==> config.mk <==
export PLATFORM = sky130hd
export DESIGN_NAME = fetch_ctrl
export DESIGN_NICKNAME = d
export VERILOG_FILES = /design/src/rtl/fetch_ctrl_pkg.sv /design/src/rtl/fetch_ctrl_sat_counter.sv /design/src/rtl/fetch_ctrl.sv
export SDC_FILE = /design/constraint.sdc
export NUM_CORES = 1
export LEC_CHECK = 0
export ABC_CLOCK_PERIOD_IN_PS = 2000
export BUFFER_PORTS_ARGS = -buffer_cell sky130_fd_sc_hd__buf_2
export CELL_PAD_IN_SITES_DETAIL_PLACEMENT = 1
export CELL_PAD_IN_SITES_GLOBAL_PLACEMENT = 1
export CORE_ASPECT_RATIO = 0.8
export CORE_UTILIZATION = 25
export DETAILED_ROUTE_END_ITERATION = 10
export GPL_TIMING_DRIVEN = 0
export MAX_ROUTING_LAYER = met4
export PLACE_DENSITY_LB_ADDON = 0.1
export REMOVE_ABC_BUFFERS = 1
export SLEW_MARGIN = 5
export SYNTH_ARGS = -nofsm -noshare
export SYNTH_HDL_FRONTEND = slang
export SYNTH_SLANG_ARGS = --single-unit
export TNS_END_PERCENT = 10
==> constraint.sdc <==
create_clock -name clk -period 2 [get_ports clk]
set_clock_uncertainty 0.05 [all_clocks]
set_input_delay 0.1 -clock clk [delete_from_list [all_inputs] [get_ports clk]]
set_output_delay 0.1 -clock clk [all_outputs]
set_load 0.05 [all_outputs]
==> src/rtl/fetch_ctrl_pkg.sv <==
// Shared encodings for the fetch sequencing controller: PC mux select values,
// controller states and the bundle of fetch-stage control strobes.
package fetch_ctrl_pkg;

   localparam logic [1:0] PC_INCR   = 2'b00;
   localparam logic [1:0] PC_BRANCH = 2'b01;
   localparam logic [1:0] PC_REG    = 2'b10;
   localparam logic [1:0] PC_HOLD   = 2'b11;

   typedef enum logic [1:0] {
      FC_BOOT  = 2'd0,
      FC_RUN   = 2'd1,
      FC_STALL = 2'd2,
      FC_HALT  = 2'd3
   } fc_state_e;

   typedef struct packed {
      logic [1:0] pc_src;
      logic       ifid_we;
      logic       ifid_flush;
      logic       idex_flush;
   } fetch_ctl_t;

   // PC frozen with both pipeline registers flushed: used in boot, halt and reset.
   function automatic fetch_ctl_t hold_ctl();
      return '{PC_HOLD, 1'b0, 1'b1, 1'b1};
   endfunction

endpackage

==> src/rtl/fetch_ctrl_sat_counter.sv <==
// Saturating up-counter used for the debug performance counters; sticks at all-ones.
module sat_counter #(
   parameter int W = 32
) (
   input  logic         clk,
   input  logic         rst,
   input  logic         inc,
   output logic [W-1:0] q
);

   logic [W-1:0] q_q;
   logic [W-1:0] q_d;

   always_comb begin
      q_d = q_q;
      if (inc && (q_q != '1)) q_d = q_q + W'(1);
   end

   always_ff @(posedge clk) begin
      if (rst) q_q <= '0;
      else     q_q <= q_d;
   end

   assign q = q_q;

endmodule

==> src/rtl/fetch_ctrl.sv <==
// Fetch-stage sequencing: boot hold, load-use stalls, branch redirects and halt,
// with redirect/stall performance counters and a sticky stall-timeout flag.
//
// state    | meaning
// FC_BOOT  | PC held after reset release for BOOT_CYCLES cycles
// FC_RUN   | normal fetch; redirect > halt > stall > advance
// FC_STALL | previous cycle was a load-use stall; same arbitration as RUN
// FC_HALT  | fetch frozen until reset
module fetch_ctrl
   import fetch_ctrl_pkg::*;
#(
   parameter int BOOT_CYCLES   = 4,
   parameter int STALL_TIMEOUT = 64,
   parameter int CNT_W         = 32
) (
   input  logic             clk,
   input  logic             rst,
   input  logic             stall_req,
   input  logic             br_taken,
   input  logic             br_reg,
   input  logic             halt_dec,
   output logic [1:0]       PCSrc,
   output logic             ifid_we,
   output logic             ifid_flush,
   output logic             idex_flush,
   output logic             halted,
   output logic             stall_err,
   output logic [CNT_W-1:0] redirect_cnt,
   output logic [CNT_W-1:0] stall_cnt
);

   localparam logic [7:0]  BOOT_LAST = 8'(BOOT_CYCLES - 1);
   localparam logic [15:0] TIMEOUT   = 16'(STALL_TIMEOUT);

   fc_state_e  state_q, state_d;
   logic [7:0] boot_q, boot_d;
   logic [15:0] run_q, run_d;
   logic       err_q, err_d;
   fetch_ctl_t ctl;
   logic       halted_c;
   logic       redirect_inc;
   logic       stall_inc;

   always_comb begin
      state_d      = state_q;
      boot_d       = boot_q;
      run_d        = '0;
      err_d        = err_q;
      ctl          = hold_ctl();
      halted_c     = 1'b0;
      redirect_inc = 1'b0;
      stall_inc    = 1'b0;

      case (state_q)
         FC_BOOT: begin
            if (boot_q == BOOT_LAST) begin
               state_d = FC_RUN;
               boot_d  = '0;
            end else begin
               boot_d = boot_q + 8'd1;
            end
         end
         FC_RUN, FC_STALL: begin
            if (br_reg || br_taken) begin
               // Redirect beats a pending stall: the stalled instruction is wrong-path.
               ctl          = '{(br_reg ? PC_REG : PC_BRANCH), 1'b1, 1'b1, 1'b1};
               redirect_inc = 1'b1;
               state_d      = FC_RUN;
            end else if (halt_dec) begin
               ctl     = hold_ctl();
               state_d = FC_HALT;
            end else if (stall_req) begin
               ctl       = '{PC_HOLD, 1'b0, 1'b0, 1'b1};
               stall_inc = 1'b1;
               run_d     = (run_q == 16'hFFFF) ? run_q : run_q + 16'd1;
               if (run_d >= TIMEOUT) err_d = 1'b1;
               state_d   = FC_STALL;
            end else begin
               ctl     = '{PC_INCR, 1'b1, 1'b0, 1'b0};
               state_d = FC_RUN;
            end
         end
         FC_HALT: halted_c = 1'b1;
         default: state_d = FC_BOOT;
      endcase

      if (rst) begin
         ctl          = hold_ctl();
         halted_c     = 1'b0;
         redirect_inc = 1'b0;
         stall_inc    = 1'b0;
      end
   end

   always_ff @(posedge clk) begin
      if (rst) begin
         state_q <= FC_BOOT;
         boot_q  <= '0;
         run_q   <= '0;
         err_q   <= 1'b0;
      end else begin
         state_q <= state_d;
         boot_q  <= boot_d;
         run_q   <= run_d;
         err_q   <= err_d;
      end
   end

   sat_counter #(.W(CNT_W)) u_redirect_cnt (
      .clk (clk),
      .rst (rst),
      .inc (redirect_inc),
      .q   (redirect_cnt)
   );

   sat_counter #(.W(CNT_W)) u_stall_cnt (
      .clk (clk),
      .rst (rst),
      .inc (stall_inc),
      .q   (stall_cnt)
   );

   assign PCSrc      = ctl.pc_src;
   assign ifid_we    = ctl.ifid_we;
   assign ifid_flush = ctl.ifid_flush;
   assign idex_flush = ctl.idex_flush;
   assign halted     = halted_c;
   assign stall_err  = err_q;

endmodule

==> impl_metrics.json <==
{
  "ir_worst_vdd_uv": 507,
  "synth_ff_type": "dfxtp_1",
  "synth_seq_area_share_pct": 41.8,
  "netlist_top_cells_area": "dfxtp_1 (42%), xnor2_1 (8.2%), nor2_1 (7.1%), xor2_1 (5.8%), nand4_1 (4.9%)",
  "vias": 4086,
  "cts_buffer_depth": 2,
  "io_pins": 77,
  "die_y_um": 120,
  "power_density_nw_per_um2": 658,
  "leakagePower_uw": 0.00217,
  "start_kind": "register",
  "min_to": "state_q[0]$_SDFFE_PP0P_",
  "period_minus_slack_ns": 2.05,
  "n_antenna_cell": 0,
  "violations": "negative setup slack",
  "synthCells": 513,
  "synth_top_area_cell": "dfxtp_1",
  "place_hpwl_um": 8760,
  "clock.fmax_mhz": 487,
  "place_area_um2": 4930,
  "synth_commonest_cells": "dfxtp_1 (91), nor2_1 (83), xnor2_1 (41)",
  "grt_pass1_vias": 3989,
  "layout.nets": 616,
  "dr.pass1.iters": 4,
  "critPathMaxStageDelay_ns": 0.33,
  "r2r-end": "u_redirect_cnt.q[18]$_SDFFE_PP0P_",
  "syn-mean-instance-area_um2": 8.50,
  "drt_iter0_markers": 174,
  "worstHoldPathCells": 3,
  "fin_crit_sh_pct": 103,
  "setup_viol": 11,
  "reg2reg_depth": 7,
  "rsz0062_at_grt": "true",
  "status": "finished with violations",
  "clock_sinks": 91,
  "initial_core_util_pct": 25.9,
  "tightest_slew_ns": 0.823,
  "synthToLayoutAreaGrowth_pct": 35.9,
  "drive_above_1_share_pct": 34.7,
  "clk_pin_slew_ns": 0.07,
  "ys_ff_latch": 91,
  "finalWorstSetupSlack_ns": -0.0522,
  "cp_slowest_cell": "dfxtp_2",
  "coreArea_um2": 16800,
  "r2r_start": "u_redirect_cnt.q[8]$_SDFFE_PP0P_",
  "synth_top_area_share_pct": 41.8,
  "totalWireLength_um": 13100,
  "critPathTopFamily": "simple AND/OR/NAND/NOR gates",
  "path_cells": "inv_1 -> ha_4 -> nor2b_4 -> nand2_1 -> or2_4 -> a21boi_0 -> buf_4",
  "critPathKind": "register to output port",
  "grt_pass1_wl_um": 21100,
  "die_w_um": 150,
  "overflow": 0,
  "antenna_found_initial": 0,
  "final_hold_viol_count": 0,
  "hold_path.class": "primary input to register",
  "synth_edf_count": 0,
  "drcViolationCount": 0,
  "grt_start_max_net_pins": 73,
  "max_slew_margin_pct": 45.1,
  "cts_tree": "yes",
  "ant_nets": 0,
  "max-cap-violations": 0,
  "final_cell_area_um2": 5920,
  "yosysWarningCount": 0,
  "ctsHtreeMaxLevel": 3,
  "cts_inserted_buffers": 9,
  "hold_path.startpoint": "stall_req",
  "clk-insertion-delay-late_ns": 0.35,
  "grt_usage_pct": 15.4,
  "post-route-util_pct": 35.2,
  "hold_ws_ns": 0.119,
  "via_per_inst": 4.93,
  "die-area_um2": 18000,
  "async_flop_share_pct": 0,
  "syn_area_um2": 4360,
  "slew_viol_final": 0,
  "place_congestion": 0.733,
  "wl_per_cell_um": 15.8,
  "rows": 42,
  "instances_no_fill": 828,
  "worstPathRequired_ns": 1.85,
  "synth.most_common_cell": "dfxtp_1",
  "critPathArrivalTime_ns": 1.90,
  "cp_max_fo": 5,
  "root_buffer": "clkbuf_16",
  "placedCellCount": 787,
  "port_buffers": 76,
  "worstSetupEndpointType": "output port",
  "reg2reg_setup_slack_ns": -0.04,
  "dp_slack_ns": -0.915,
  "ys_types": 42,
  "critPathBufInv": 2
}
[cell families (layout without fill, tap and decap cells)]
logic type / after synthesis / after routing / share of synthesized area [%]
and+or+nand+nor: 262 / 263 / 31.6
DFF: 91 / 91 / 41.8
adders and majority gates: 6 / 6 / 1.72
buffers and inverters: 32 / 126 / 2.93
AOI/OAI and AO/OA: 46 / 46 / 6.49
xor gates and xnor gates: 70 / 70 / 14.1
muxes: 6 / 6 / 1.38
[through the flow]
| step | total power [uW] | TNS [ns] |
|---|---|---|
| after floorplan | 2070 | -13.42 |
| after global placement | 2150 | -53.57 |
| after detailed placement | 2160 | -34.75 |
| after CTS | 3990 | -0.969 |
| after global routing | 4100 | -4.41 |
| final | 3900 | -0.191 |
[worst reg2reg max path, cell delays in order, from the launching register on]
cell	delay, ns
dfxtp_4	0.37
nand4_1	0.22
or4_4	0.54
buf_6	0.15
o211ai_4	0.26
nor3_1	0.10
xnor2_1	0.15
nor2_1	0.05
[cell type report]
| class | instances | area (um^2) |
|---|---|---|
| Sequential cell | 91 | 1890 |
| Clock buffer | 10 | 239 |
| Fill cell | 1994 | 10900 |
| Tap cell | 220 | 275 |
| Clock inverter | 5 | 62.6 |
| Inverter | 10 | 37.5 |
| Timing Repair Buffer | 101 | 596 |
| Multi-Input combinational cell | 391 | 2820 |
[flip-flops by register name, indices dropped and copies added (netlist names)]
| name | count |
|---|---|
| u_redirect_cnt.q | 32 |
| u_stall_cnt.q | 32 |
| run_q | 16 |
| boot_q | 8 |
| state_q | 2 |
| stall_err | 1 |
[where the power goes]
part           internal (uW)  switching (uW)
logic                    105             169
registers               1830            41.1
clock network           1000             754
total                   2930             964
[placed cells by master (no fill, tap or decap), drive strengths merged]
master / instances
o31ai: 1
xnor2: 41
or3: 12
nor2: 83
o221ai: 1
o21ai: 13
nor4: 10
clkinv: 1
clkinvlp: 2
nor4b: 3
and3: 13
nor3b: 5
nand2: 27
a211oi: 1
o2111ai: 2
a21oi: 19
ha: 6
and4: 14
buf: 101
xor2: 29
nand2b: 3
and2: 1
o211ai: 1
nand4: 35
nor2b: 3
nor3: 24
a31oi: 2
inv: 11
dfxtp: 91
clkbuf: 10
o2111a: 1
or2: 2
a22oi: 1
a21boi: 1
o21a: 2
mux2i: 6
bufinv: 1
nand3: 25
a41oi: 1
or4: 3
[worst max-delay path by stage]
stage / start / endpoint / slack [ns] / cells after the start
2_1_floorplan: state_q[0]$_SDFFE_PP0P_ / PCSrc[0] / -0.92 / 6
6_report: state_q[1]$_SDFFE_PP0P_ / PCSrc[0] / -0.05 / 7
3_5_place_dp: state_q[1]$_SDFFE_PP0P_ / u_stall_cnt.q[22]$_SDFFE_PP0P_ / -0.92 / 8
4_1_cts: state_q[1]$_SDFFE_PP0P_ / PCSrc[0] / -0.09 / 7
3_3_place_gp: rst / u_stall_cnt.q[22]$_SDFFE_PP0P_ / -1.12 / 7
5_1_grt: u_redirect_cnt.q[8]$_SDFFE_PP0P_ / u_redirect_cnt.q[27]$_SDFFE_PP0P_ / -0.16 / 8
[routing by layer]
layer	global-route usage, %	vias to the layer above	wire length (um)
met5	-	-	0
met2	22.3	43	5820
met4	4.02	0	123
li1	-	1993	-
met1	21.3	2044	6780
met3	3.69	6	330
[repair_timing]
action,CTS,global route
buffers inserted,14,11
gates cloned,0,1
pin swaps,10,31
endpoints found under the setup margin,92,67
resized for setup,68,65
hold buffers,0,0
No activity file was read; power rests on OpenSTA's default activity.
